### config.mk
export PLATFORM = sky130hd
export DESIGN_NAME = dmem_arbiter
export DESIGN_NICKNAME = d
export VERILOG_FILES = /design/src/rtl/dmem_arb_pkg.sv /design/src/rtl/dmem_arbiter_rr_arb2.sv /design/src/rtl/dmem_arbiter.sv
export SDC_FILE = /design/constraint.sdc
export NUM_CORES = 1
export LEC_CHECK = 0
export CAP_MARGIN = 15
export CORE_MARGIN = 2
export CORE_UTILIZATION = 35
export CTS_BUF_LIST = sky130_fd_sc_hd__clkbuf_16
export CTS_CLUSTER_SIZE = 30
export DETAILED_ROUTE_END_ITERATION = 16
export PLACE_DENSITY = 0.78
export RECOVER_POWER = 25
export SYNTH_ARGS = -nofsm -noshare
export SYNTH_HDL_FRONTEND = slang
export SYNTH_SLANG_ARGS = --single-unit
### constraint.sdc
create_clock -name clk_i -period 1.4 [get_ports clk_i]
set_clock_uncertainty 0.1 [all_clocks]
set_input_delay 0.21 -clock clk_i [delete_from_list [all_inputs] [get_ports clk_i]]
set_output_delay 0.21 -clock clk_i [all_outputs]
set_load 0.03 [all_outputs]
### src/rtl/dmem_arb_pkg.sv
// dmem_arb_pkg
//   Shared types for the data-memory arbiter: the access FSM state
//   encoding and the grant encoding used by dmem_arbiter and rr_arb2.
package dmem_arb_pkg;

    typedef enum logic [1:0] {
        IDLE   = 2'd0,
        ACCESS = 2'd1,
        DONE   = 2'd2
    } arb_state_t;

    localparam logic GNT_CPU = 1'b0;
    localparam logic GNT_DBG = 1'b1;

endpackage

### src/rtl/dmem_arbiter_rr_arb2.sv
// rr_arb2
//   Two-requester round-robin picker.
//   req[0] = CPU, req[1] = debug.
//   last_gnt : requester granted most recently (GNT_CPU / GNT_DBG)
//   gnt      : chosen requester; only meaningful when req != 0
module rr_arb2
    import dmem_arb_pkg::*;
(
    input  logic [1:0] req,
    input  logic       last_gnt,
    output logic       gnt
);

    always_comb begin
        gnt = GNT_CPU;
        case (req)
            2'b10:   gnt = GNT_DBG;
            // Tie: hand the slot to whoever did not have it last time.
            2'b11:   gnt = (last_gnt == GNT_DBG) ? GNT_CPU : GNT_DBG;
            default: gnt = GNT_CPU;
        endcase
    end

endmodule

### src/rtl/dmem_arbiter.sv
// dmem_arbiter
//   Shares one single-ported, fixed-latency data memory between the CPU
//   MEM stage and a debug/loader port. Each access runs IDLE -> ACCESS
//   (MEM_LAT cycles, strobe in the first) -> DONE (completion) -> IDLE.
//
//   Build option: DMEM_ARB_DBG_EN
//     defined   : debug port functional, round-robin arbitration.
//     undefined : dbg_* inputs ignored, dbg_ack_o/dbg_rdata_o tied 0,
//                 grant is always CPU, CPU timing unchanged.
//
//   Ports
//     clk_i, rst_i          clock, synchronous active-high reset
//     cpu_req/we/addr/wdata CPU access request (held until done)
//     cpu_rdata_o           CPU read data (live in DONE, else held)
//     cpu_stall_o           pipeline hold, combinational on cpu_req_i
//     dbg_req/we/addr/wdata debug request (held until dbg_ack_o)
//     dbg_rdata_o, dbg_ack_o debug read data / one-cycle completion
//     mem_en/we/addr/wdata  one-cycle access strobe to memory
//     mem_rdata_i           read data, valid MEM_LAT cycles after mem_en_o
module dmem_arbiter
    import dmem_arb_pkg::*;
#(
    parameter int ADDR_W  = 32,
    parameter int DATA_W  = 32,
    parameter int MEM_LAT = 2
) (
    input  logic              clk_i,
    input  logic              rst_i,
    input  logic              cpu_req_i,
    input  logic              cpu_we_i,
    input  logic [ADDR_W-1:0] cpu_addr_i,
    input  logic [DATA_W-1:0] cpu_wdata_i,
    output logic [DATA_W-1:0] cpu_rdata_o,
    output logic              cpu_stall_o,
    input  logic              dbg_req_i,
    input  logic              dbg_we_i,
    input  logic [ADDR_W-1:0] dbg_addr_i,
    input  logic [DATA_W-1:0] dbg_wdata_i,
    output logic [DATA_W-1:0] dbg_rdata_o,
    output logic              dbg_ack_o,
    output logic              mem_en_o,
    output logic              mem_we_o,
    output logic [ADDR_W-1:0] mem_addr_o,
    output logic [DATA_W-1:0] mem_wdata_o,
    input  logic [DATA_W-1:0] mem_rdata_i
);

    localparam int              CNT_W    = (MEM_LAT > 1) ? $clog2(MEM_LAT) : 1;
    localparam logic [CNT_W-1:0] CNT_LOAD = CNT_W'(MEM_LAT - 1);

    arb_state_t        state;
    logic [CNT_W-1:0]  cnt;
    logic              gnt_q;
    logic              gnt_next;
    logic              start;
    logic              sel_we;
    logic [ADDR_W-1:0] sel_addr;
    logic [DATA_W-1:0] sel_wdata;
    logic              we_q;
    logic [ADDR_W-1:0] addr_q;
    logic [DATA_W-1:0] wdata_q;
    logic              en_q;
    logic [DATA_W-1:0] cpu_hold;
    logic              cpu_done;

`ifdef DMEM_ARB_DBG_EN
    logic              last_gnt;
    logic [DATA_W-1:0] dbg_hold;
    logic              dbg_done;

    rr_arb2 u_rr_arb2 (
        .req      ({dbg_req_i, cpu_req_i}),
        .last_gnt (last_gnt),
        .gnt      (gnt_next)
    );

    assign start = cpu_req_i | dbg_req_i;

    always_comb begin
        sel_we    = cpu_we_i;
        sel_addr  = cpu_addr_i;
        sel_wdata = cpu_wdata_i;
        if (gnt_next == GNT_DBG) begin
            sel_we    = dbg_we_i;
            sel_addr  = dbg_addr_i;
            sel_wdata = dbg_wdata_i;
        end
    end

    always_ff @(posedge clk_i) begin
        if (rst_i) begin
            last_gnt <= GNT_DBG;   // CPU wins the first tie after reset
            dbg_hold <= '0;
        end else begin
            if (state == IDLE && start)
                last_gnt <= gnt_next;
            if (dbg_done && !we_q)
                dbg_hold <= mem_rdata_i;
        end
    end

    assign dbg_done    = (state == DONE) && (gnt_q == GNT_DBG);
    assign dbg_ack_o   = dbg_done;
    assign dbg_rdata_o = dbg_done ? mem_rdata_i : dbg_hold;
`else
    logic unused_dbg;

    assign unused_dbg  = ^{dbg_req_i, dbg_we_i, dbg_addr_i, dbg_wdata_i};
    assign gnt_next    = GNT_CPU;
    assign start       = cpu_req_i;
    assign sel_we      = cpu_we_i;
    assign sel_addr    = cpu_addr_i;
    assign sel_wdata   = cpu_wdata_i;
    assign dbg_ack_o   = 1'b0;
    assign dbg_rdata_o = '0;
`endif

    // Access sequencer. The counter is loaded on entry to ACCESS and
    // DONE follows the ACCESS cycle in which it reads zero, so ACCESS
    // spans exactly MEM_LAT cycles and DONE lines up with read data.
    always_ff @(posedge clk_i) begin
        if (rst_i) begin
            state    <= IDLE;
            cnt      <= '0;
            gnt_q    <= GNT_CPU;
            we_q     <= 1'b0;
            addr_q   <= '0;
            wdata_q  <= '0;
            en_q     <= 1'b0;
            cpu_hold <= '0;
        end else begin
            en_q <= 1'b0;
            case (state)
                IDLE: begin
                    if (start) begin
                        state   <= ACCESS;
                        cnt     <= CNT_LOAD;
                        gnt_q   <= gnt_next;
                        we_q    <= sel_we;
                        addr_q  <= sel_addr;
                        wdata_q <= sel_wdata;
                        en_q    <= 1'b1;   // strobe only in first ACCESS cycle
                    end
                end
                ACCESS: begin
                    if (cnt == '0)
                        state <= DONE;
                    else
                        cnt <= cnt - CNT_W'(1);
                end
                DONE: begin
                    state <= IDLE;
                    if (cpu_done && !we_q)
                        cpu_hold <= mem_rdata_i;
                end
                default: state <= IDLE;
            endcase
        end
    end

    assign cpu_done    = (state == DONE) && (gnt_q == GNT_CPU);
    assign cpu_stall_o = cpu_req_i & ~cpu_done;
    assign cpu_rdata_o = cpu_done ? mem_rdata_i : cpu_hold;

    assign mem_en_o    = en_q;
    assign mem_we_o    = we_q;
    assign mem_addr_o  = addr_q;
    assign mem_wdata_o = wdata_q;

endmodule

After elaboration in Yosys (flattened, before gate mapping)
Index checks and enable logic that the tools add are counted.
Widths: inputs -> output; s select.

storage, ports and cells
  register bits after elaboration = 101
  input port bits = 166

operators by class
  mux-type cells = 8
  reductions and logical operators = 9
  $add $sub $neg = 1
  eq/ne operators = 4
  bitwise operators = 3

operator list
  operator             number
  $mux 32              1
  $reduce_and 2->1     4
  $mux 2               2
  $ne 2x2->1 const B   2
  $pmux 2 s2           1
  $mux 1               3
  $eq 2x1->1 const B   1
  $eq 2x2->1 const B   1
  $logic_not 2->1      1
  $not 1->1            2
  $pmux 1 s2           1
  $reduce_bool 2->1    1
  $reduce_or 2->1      1
  $and 1x1->1          1
  $logic_and 1x1->1    1
  $logic_not 1->1      1
  $sub 1x1->1 const B  1

Depth between registers and ports, before layout
  word-level depth = 3
  mapped depth = 5
  gate-level depth less buffers = 2

Worst setup path after synthesis
OpenSTA, ideal clock, no wires.

  path type = reg2out
  from = register state[1]
  to = output port cpu_rdata_o[0]
  path buffers = 2
  setup slack = -194 ps
  stages on the path, launching flop included = 5
  arrival = 1284 ps
  cells stage by stage = dfxtp_1 -> nor2b_1 -> buf_4 -> buf_6 -> mux2_1

on the way
  word-level cells in the longest chain between the ends = 2

RTL lines
  what                    RTL line             RTL
  from (decl)             dmem_arbiter.sv:51   arb_state_t state;
  from (signal assigned)  dmem_arbiter.sv:123  state <= IDLE;
  from (signal assigned)  dmem_arbiter.sv:136  state <= ACCESS;
  from (signal assigned)  dmem_arbiter.sv:147  state <= DONE;
  $eq 2x2->1              dmem_arbiter.sv:161  assign cpu_done = (state == DONE) && (gnt_q == GNT_CPU);
  $mux 32                 dmem_arbiter.sv:163  assign cpu_rdata_o = cpu_done ? mem_rdata_i : cpu_hold;
  to (decl)               dmem_arbiter.sv:33   output logic [DATA_W-1:0] cpu_rdata_o,

Every way passes these cells.

Final worst setup path
  from = register state[1]
  to = output port cpu_rdata_o[29]

Same word-level chain as after synthesis.

==> results.yml <==
global_routing:
  grt_pass1_wl_um: 22200
  antenna_found_initial: 0
  overflow: 0
  grt_max_degree: 114
  grt_pass1_vias: 4465
  grt_use_total_pct: 17.5
sta:
  period_share_pct: 142
  rsz0062_at_grt: "yes"
  period_minus_slack_ps: 1990
  slew_viol_final: 0
  fmax_mhz: 503
  fin_ws_ps: -589
  timing.hold.ws_ps: 319
  setup_violations: 130
  hold_viol: 0
status:
  violations: "setup timing"
  status: "finished with violations"
drt:
  routed_wl_um: 13600
  top_signal_layer_used: "met4"
  vias: 4123
  drt_first_pass_iters: 4
  wl_per_cell_um: 14.7
  via_per_inst: 4.48
  drc: 0
  wl_met1_um: 5330
  met2WireLength_um: 6740
  drt_iter0_drc: 119
  met3_length_um: 1240
  ant_nets: 0
synth:
  ys_types: 19
  synth_area_um2: 5140
  avgSynthCellArea_um2: 10.1
  synth_warnings: 0
  yosysSeqAreaShare_pct: 39.3
  synth-seq-cells: 101
  netlist_instances: 508
critical_path:
  cp.arrival_ps: 1680
  critPathLaunchType: "flop"
  crit_family: "buffers and inverters"
  cp.buffers_inverters: 3
  critical_path_class: "reg2out"
  slowest_stage: "dfxtp_4"
  endpoint_kind: "output pin"
  cpPeakStageDelay_ps: 340
  crit_required_ps: 1090
  path_max_fanout: 8
  cp_cell_sequence: "nor2b_4, buf_6, buf_16, mux2_4, buf_6"
  crit_top_cell: "buf_6"
placed_design:
  gp_congestion: 0.711
  io_buffers: 198
  dpl.hpwl_um: 9020
  place_area_um2: 7540
clock_network:
  cts_tree: "yes"
  cts_max_level: 3
  cts_buffers: 9
  clk_pin_slew_worst_paths_ps: 70
  root_buffer: "clkbuf_16"
  insertion_delay_ps: 350
  cts.path.max_buffers: 2
  cts.sinks: 101
finish:
  fillCellCount: 1243
  fin_nets: 897
  areaGrowthSynthToFinish_pct: 58.5
  drive_above_1_share_pct: 28.4
  stdcell_area_um2: 8150
  diodes: 0
floorplan:
  rows: 44
  die_h_um: 125
  die_w_um: 125
  ios: 298
  dieArea_um2: 15700
  core_region_area_um2: 14400
  initial_core_util_pct: 35.7
run:
  cap_violations: 0
power:
  p_leak_nw: 3.34
  power_mw: 7.79
  ir_worst_vdd_mv: 0.580
  powerDensity_nw_per_um2: 955
worst_hold_path:
  hp-class: "in2reg"
## cell type report
cell class,count,area (um2),area share [%]
Multi-Input combinational cell,367,2940,36.1
Timing Repair Buffer,250,2640,32.4
Clock inverter,7,78.8,0.967
Clock buffer,9,225,2.76
Sequential cell,101,2030,24.9
Tap cell,184,230,2.82
Inverter,2,7.51,0.0921
## flip-flops by register name, summed over array words and instances, names as in the netlist
register and count:
state 2, mem_wdata_o 32, cnt 1, mem_en_o 1
mem_we_o 1, mem_addr_o 32, cpu_hold 32
## cell usage in the layout, fill, tap and decap left out, types with 25 or more instances in the layout
cell | synthesis | final
mux2i_1 | 97 | 89
buf_4 | 36 | 31
clkdlybuf4s50_1 | 0 | 98
dfxtp_1 | 101 | 99
conb_1 | 1 | 33
nand2b_1 | 196 | 196
clkdlybuf4s15_2 | 0 | 25
clkbuf_2 | 0 | 29
mux2_4 | 0 | 29
buf_6 | 11 | 36
## routing by layer
| layer | GRT usage [%] | vias up |
|---|---|---|
| li1 | - | 2030 |
| met1 | 19.3 | 1912 |
| met2 | 31.2 | 166 |
| met3 | 6.29 | 15 |
| met4 | 6.21 | 0 |
| met5 | 0 | - |
## final timing paths
check,cells past startpoint,from,to,slack [ps]
max,5,state[1],cpu_rdata_o[29],-590
min,3,rst_i,state[0],320
max reg2reg,6,state[1],mem_addr_o[24],-210
min reg2reg,1,cnt,state[1],360
## worst reg2reg max path: cells and delay by family, from the launching register on
kind	cells	cell delay (ps)
buffers and inverters	4	610
flip-flops	1	340
AND/OR/NAND/NOR	1	280
multiplexers	1	220
## logic make-up (layout without fill, tap and decap cells)
kind of cell | count (synthesis) | count (layout) | share of synthesized area [%]
buffers and inverters | 72 | 268 | 9.59
other | 1 | 33 | 0.0729
AND/OR/NAND/NOR | 203 | 203 | 24.8
flip-flops | 101 | 101 | 39.3
multiplexers | 129 | 129 | 25.9
AO/OA/AOI/OAI | 2 | 2 | 0.316
## per-stage QoR
step / worst slack (ps) / instances / setup TNS (ps) / util [%]
after floorplan: -64.6 / 540 / -1670 / -
after global routing: -636 / 920 / -38820 / 56.5
after CTS: -622 / 922 / -25880 / 57.7
final: -589 / 920 / -29610 / 56.5
after detailed placement: -603 / 886 / -36840 / 52.3
after global placement: -598 / 886 / -30840 / 52.3
## power breakdown
| part | leakage [nW] | switching, mW | internal [mW] |
|---|---|---|---|
| sequential | 0.828 | 0.107 | 3.04 |
| clock | 0.144 | 1.16 | 1.41 |
| combinational | 2.36 | 1.01 | 1.06 |
| total | 3.34 | 2.28 | 5.51 |
## Yosys cell counts, drive strengths merged
cell type	number	area share, %
a221oi	1	0.17
nor3	1	0.097
nor2b	2	0.24
nand2	1	0.073
nand2b	196	24
clkbuf	19	1.4
inv	2	0.15
conb	1	0.073
nor4b	1	0.17
mux2	32	7.0
buf	51	8.1
nor3b	2	0.39
dfxtp	101	39
mux2i	97	19
a211oi	1	0.15
## timing repair
| item | 4_1_cts | 5_1_grt |
|---|---|---|
| pin swaps | 1 | 1 |
| cloned | 10 | 0 |
| hold buffers | 0 | 0 |
| buffers inserted | 10 | 5 |
| gates resized for setup | 372 | 53 |
| setup endpoints to repair | 187 | 159 |
No activity file was read; power rests on OpenSTA's default activity.
